<file path="src/rtl/bcd_entry_reader.sv">
// Debounced 3-digit BCD switch entry, converted to an 8-bit binary value
// and offered to the CPU bus as a readable port with a valid/read handshake.
module bcd_entry_reader #(
  parameter int DB_CYCLES = 16
) (
  input  logic       clk,
  input  logic       rst_n,
  input  logic [3:0] digit0,
  input  logic [3:0] digit1,
  input  logic [3:0] digit2,
  input  logic       start,
  input  logic       rd,
  output logic [7:0] value_out,
  output logic       valid,
  output logic       busy,
  output logic       ovf,
  output logic       err
);

  localparam int CW = $clog2(DB_CYCLES);

  typedef enum logic [1:0] {
    IDLE,
    CONV,
    DONE
  } state_e;

  logic          s1_q, s2_q;
  logic          db_q, dbp_q;
  logic          press_q;
  logic [CW-1:0] cnt_q;

  state_e        state_q;
  logic [1:0]    idx_q;
  logic [11:0]   acc_q;
  logic [3:0]    d0_q, d1_q, d2_q;
  logic          eacc_q;
  logic [7:0]    value_q;
  logic          valid_q, ovf_q, err_q;

  logic [3:0]    dsel_d;
  logic [11:0]   acc_d;
  logic          eacc_d;

  always_ff @(posedge clk or negedge rst_n) begin
    if (!rst_n) begin
      s1_q    <= 1'b0;
      s2_q    <= 1'b0;
      db_q    <= 1'b0;
      dbp_q   <= 1'b0;
      press_q <= 1'b0;
      cnt_q   <= '0;
    end else begin
      s1_q    <= start;
      s2_q    <= s1_q;
      dbp_q   <= db_q;
      press_q <= db_q & ~dbp_q;
      if (s2_q == db_q) begin
        cnt_q <= '0;
      end else if (cnt_q == CW'(DB_CYCLES - 1)) begin
        db_q  <= s2_q;
        cnt_q <= '0;
      end else begin
        cnt_q <= cnt_q + 1'b1;
      end
    end
  end

  always_comb begin
    case (idx_q)
      2'd2:    dsel_d = d2_q;
      2'd1:    dsel_d = d1_q;
      default: dsel_d = d0_q;
    endcase
    // acc*10 as (acc<<3)+(acc<<1); 12 bits hold the 15/15/15 worst case
    acc_d  = {acc_q[8:0], 3'b000}
           + {acc_q[10:0], 1'b0}
           + {8'd0, dsel_d};
    eacc_d = eacc_q | (dsel_d > 4'd9);
  end

  always_ff @(posedge clk or negedge rst_n) begin
    if (!rst_n) begin
      state_q <= IDLE;
      idx_q   <= 2'd0;
      acc_q   <= '0;
      d0_q    <= '0;
      d1_q    <= '0;
      d2_q    <= '0;
      eacc_q  <= 1'b0;
      value_q <= '0;
      valid_q <= 1'b0;
      ovf_q   <= 1'b0;
      err_q   <= 1'b0;
    end else begin
      case (state_q)
        IDLE, DONE: begin
          if (press_q) begin
            d0_q    <= digit0;
            d1_q    <= digit1;
            d2_q    <= digit2;
            acc_q   <= '0;
            idx_q   <= 2'd2;
            eacc_q  <= 1'b0;
            ovf_q   <= 1'b0;
            err_q   <= 1'b0;
            valid_q <= 1'b0;
            state_q <= CONV;
          end else if (state_q == DONE && rd) begin
            valid_q <= 1'b0;
            state_q <= IDLE;
          end
        end
        CONV: begin
          acc_q  <= acc_d;
          eacc_q <= eacc_d;
          idx_q  <= idx_q - 2'd1;
          if (idx_q == 2'd0) begin
            if (eacc_d) begin
              value_q <= 8'd0;
              err_q   <= 1'b1;
              ovf_q   <= 1'b0;
            end else if (acc_d > 12'd255) begin
              value_q <= 8'hFF;
              ovf_q   <= 1'b1;
            end else begin
              value_q <= acc_d[7:0];
            end
            valid_q <= 1'b1;
            state_q <= DONE;
          end
        end
        default: state_q <= IDLE;
      endcase
    end
  end

  assign value_out = value_q;
  assign valid     = valid_q;
  assign busy      = (state_q == CONV);
  assign ovf       = ovf_q;
  assign err       = err_q;

endmodule

</file>
<file path="config.mk">
export PLATFORM = sky130hd
export DESIGN_NAME = bcd_entry_reader
export DESIGN_NICKNAME = d
export VERILOG_FILES = /design/src/rtl/bcd_entry_reader.sv
export SDC_FILE = /design/constraint.sdc
export NUM_CORES = 1
export LEC_CHECK = 0
export BUFFER_PORTS_ARGS = -buffer_cell sky130_fd_sc_hd__buf_2
export CORE_MARGIN = 5
export CORE_UTILIZATION = 65
export CTS_BUF_LIST = sky130_fd_sc_hd__clkbuf_4
export CTS_CLUSTER_DIAMETER = 150
export DETAILED_ROUTE_END_ITERATION = 16
export PLACE_DENSITY = 0.87
export SYNTH_ARGS = -nofsm -noshare
export SYNTH_HDL_FRONTEND = slang
export SYNTH_SLANG_ARGS = --single-unit
</file>
<file path="constraint.sdc">
create_clock -name clk -period 7.69 [get_ports clk]
set_input_delay 2.307 -clock clk [delete_from_list [all_inputs] [get_ports clk]]
set_output_delay 2.307 -clock clk [all_outputs]
set_load 0.05 [all_outputs]
</file>
# Yosys cells after proc, flatten, opt, wreduce, memory -nomap -nowiden
# Index checks and enable logic that the tools add are counted.
[classes]
add_sub_neg = 4
n_lt_le_gt_ge = 2
n_eq_ne = 11
mux = 26
n_bitwise = 4
n_reduce_logical = 13
[ops]
columns = ["cell", "count"]
rows = [
  ["11-bit case mux with 2 select lines", 1],
  ["8-bit 2-to-1 mux", 2],
  ["12-bit adder", 1],
  ["12-bit by 4-bit adder with 12-bit output", 1],
  ["12-bit by 8-bit greater-than comparator with 1-bit output (second input constant)", 1],
  ["11-bit 2-to-1 mux", 1],
  ["2-bit AND reduction", 5],
  ["1-bit 2-to-1 mux", 9],
  ["2-bit 2-to-1 mux", 4],
  ["4-bit 2-to-1 mux", 2],
  ["1-bit case mux with 2 select lines", 4],
  ["2-bit case mux with 2 select lines", 2],
  ["4-bit case mux with 2 select lines", 1],
  ["4-bit AND reduction", 2],
  ["4-bit by 1-bit adder with 4-bit output (second input constant)", 1],
  ["2-bit by 1-bit == test with 1-bit output (second input constant)", 2],
  ["2-bit == test (second input constant)", 2],
  ["4-bit == test (second input constant)", 1],
  ["4-bit greater-than comparator (second input constant)", 1],
  ["2-bit zero test", 2],
  ["2-bit by 1-bit != test with 1-bit output (second input constant)", 2],
  ["3-bit by 1-bit != test with 1-bit output (second input constant)", 1],
  ["3-bit != test (second input constant)", 1],
  ["3-bit AND reduction", 1],
  ["other kinds (9)", 10],
]
[word_totals]
regBits = 48
output_inout_bits = 12
word_cells = 77

# Depth between registers and ports, before layout
[depth]
ltp_word = 8
mapped_depth = 15

# Worst setup path after synthesis
# OpenSTA, ideal clock, no wires.
[synth_timing]
kind = "register to output"
startpoint = "register state_q[1]"
endpoint = "output port busy"
arrival_time_ns = 1.342
required_ns = 5.383
setup_slack_ns = 4.041
path_stages_with_launch = 4
path_buffers = 1
path_cell_list = "dfrtp_1 > nand2b_1 > inv_1 > buf_1"
[synth_via]
elab_chain_len = 1
[synth_rtl]
columns = ["element", "line_no", "rtl"]
rows = [
  ["start: declaration", "33", "state_e state_q;"],
  ["start signal: assignment", "84", "state_q <= IDLE;"],
  ["start signal: assignment", "108", "state_q <= CONV;"],
  ["start signal: assignment", "111", "state_q <= IDLE;"],
  ["2-bit by 1-bit == test with 1-bit output", "140", "assign busy = (state_q == CONV);"],
  ["end: declaration", "15", "output logic busy,"],
]
# No other way between the ends.

# Worst setup path in the final report
# Ends and elaborated chain as after synthesis.

==> impl_metrics.tcl <==
set metrics [dict create \
    outcome "finished clean" \
    drc 0 \
    post-dp-hpwl_um 3880 \
    syn_nets 297 \
    core_um2 3740 \
    async_reset_ff_share_pct 100 \
    avgSynthCellArea_um2 9.96 \
    wire_per_inst_um 15.2 \
    fin_crit_ps 4070 \
    rsz0062_at_grt "false" \
    grt_pass1_vias 1953 \
    rows 22 \
    tns_ps 0 \
    gp_congestion 0.876 \
    via_per_inst 5.88 \
    ant_nets 0 \
    drt_pre_antenna_iters 4 \
    synth_edf_count 0 \
    clk_pin_slew_ps 120 \
    cts_buffer_depth 2 \
    slew_headroom_pct 30.6 \
    setup_viol 0 \
    holdBufCountCts 0 \
    path_cells "nand2b_1 -> inv_1 -> buf_2" \
    ios 28 \
    crit_type "reg -> out" \
    synth_top_cell_by_area "dfrtp_1" \
    yosysWarnings 0 \
    clk_latency_ps 360 \
    syn_inst 257 \
    cp_data_arrival_time_ps 1760 \
    synth_top_flop_cell "dfrtp_1" \
    synthTopCellsByArea "dfrtp_1, ha_1, nand2_1, nor2_1, a22o_1" \
    cts_sinks 48 \
    portBuffers 27 \
    via_count 1963 \
    maxCapViolCount 0 \
    cp_num_buf_inv 2 \
    drt_iter0_drc 99 \
    routed_wl_um 5070 \
    cp_top_family "buffers and inverters" \
    intPower_w 0.000307 \
    cts_tree "built" \
    diodes 0 \
    end_kind "output pin" \
    p_sw_w 0.000103 \
    synth.top_cell.area_share_pct 46.9 \
    required_ps 5380 \
    dieArea_um2 5290 \
    stdcell_area_um2 2780 \
    die_width_um 72.8 \
    power_density_nw_per_um2 147 \
    ir_drop_mv 0.116 \
    final_net_count 325 \
    slew_viol_final 0 \
    crit_slowest_cell "dfrtp_1" \
    synth_cell_type_count 41 \
    fin_crit_sh_pct 52.9 \
    yosysSeqAreaShare_pct 46.9 \
    yosys_register_bits 48 \
    finalHoldViolations 0 \
    cp-start-kind "register" \
    p_seq_share_pct 64.0 \
    combPwrFrac_pct 9.8 \
    grt-ovfl-total 0 \
    placed_cell_area_um2 2730 \
    numCtsBuffers 5 \
    drive_gt1_share_pct 13.6 \
    h-tree-depth 2 \
    max_freq_mhz 246 \
    min_path_type "reg -> reg" \
    skew_ps 16.1 \
    antenna_found_initial 0 \
    post-cts-setup-buffers 0 \
    worstPathMaxFanout 15 \
    cpPeakStageDelay_ps 420 \
    track_usage_pct 21.1 \
    sw_frac_of_total_pct 25.2 \
    grt_max_degree 49 \
    p_leak_nw 1.39 \
    die_y_um 72.8 \
    synth_commonest_cells "dfrtp_1, nand2_1, nor2_1" \
    syn_area_um2 2560 \
    cts_root_buffer "clkbuf_4" \
    clkPwrFrac_pct 26.2 \
    syn_to_final_growth_pct 8.75 \
    cts_resized 0 \
    synthMostInstantiatedCell "dfrtp_1" \
    initial_core_util_pct 68.4 \
    grt_pass1_wl_um 8650 \
    tightest_slew_ps 1040 \
]
kinds of logic after synthesis:
logic type,share of synthesized area (%)
xor gates and xnor gates,2.74
and+or+nand+nor,17.3
muxes,1.22
buffers and inverters,2.49
AOI/OAI and AO/OA,17.0
DFF,46.9
adders and majority gates,12.3
layout by cell type (no fill, tap or decap), drive strengths merged, types with 2 or more instances in the layout:
master  netlist  routed
nor2         29      29
nand4b        2       2
o21ai        10      10
a21oi        11      11
nand2b        6       6
nor2b         5       5
mux2i         2       2
o21a          2       2
clkinv        0       3
a211oi       11      11
ha           22      22
a22o         10      10
nand2        47      47
a22oi         4       4
inv          11      11
dfrtp        48      48
nor3          2       2
xnor2         7       7
buf           1      27
clkbuf        5       5
nand3         2       2
fa            2       2
cell type report:
class	instances	area (µm²)
Inverter	11	41.3
Fill cell	285	960
Clock inverter	3	13.8
Clock buffer	5	37.5
Sequential cell	48	1200
Multi-Input combinational cell	192	1290
Timing Repair Buffer	27	135
Tap cell	48	60.1
power by group through the flow:
| stage | clock network (W) | registers (W) | logic [W] |
|---|---|---|---|
| final | 0.000107 | 0.000262 | 0.0000401 |
| after global routing | 0.000121 | 0.000263 | 0.0000443 |
| after CTS | 0.000111 | 0.000262 | 0.0000405 |
| after detailed placement | 0 | 0.000267 | 0.0000402 |
| after global placement | 0 | 0.000267 | 0.0000390 |
| after floorplan | 0 | 0.000271 | 0.0000195 |
metal layers:
layer | global-route usage, % | wire length (µm) | up-vias
met5 | 0 | 0 | -
met4 | 7.79 | 118 | 0
met3 | 4.96 | 238 | 15
met2 | 37.1 | 2620 | 42
met1 | 25.2 | 2090 | 942
li1 | - | - | 964
flip-flops by register name, indices dropped and copies added, names as in the netlist, 2 cells and up:
name       flops
state_q        2
cnt_q          4
idx_q          2
value_out      8
acc_q         11
d1_q           4
d2_q           4
d0_q           4
through the flow:
step | total power, W | hold slack (ps) | util [%] | instances | worst slack (ps)
finish | 0.000410 | 374 | 74.4 | 334 | 3620
global placement | 0.000306 | 346 | 73.0 | 326 | 3940
global route | 0.000429 | 388 | 74.4 | 334 | 3460
detailed placement | 0.000307 | 348 | 73.0 | 326 | 3760
floorplan | 0.000291 | 331 | - | 257 | 4040
CTS | 0.000414 | 377 | 74.4 | 334 | 3620
final timing paths:
path / start / endpoint / slack [ps] / depth (start not counted)
worst max-delay path: state_q[1] / busy / 3620 / 3
worst min register to register: s1_q / s2_q / 370 / 0
max in group asynchronous: rst_n / eacc_q / 4920 / 1
min in group asynchronous: rst_n / acc_q[10] / 2120 / 1
worst min-delay path: s1_q / s2_q / 370 / 0
worst max register to register: idx_q[0] / value_out[3] / 3730 / 11
Note: power is estimated with default switching activity, not from simulation.
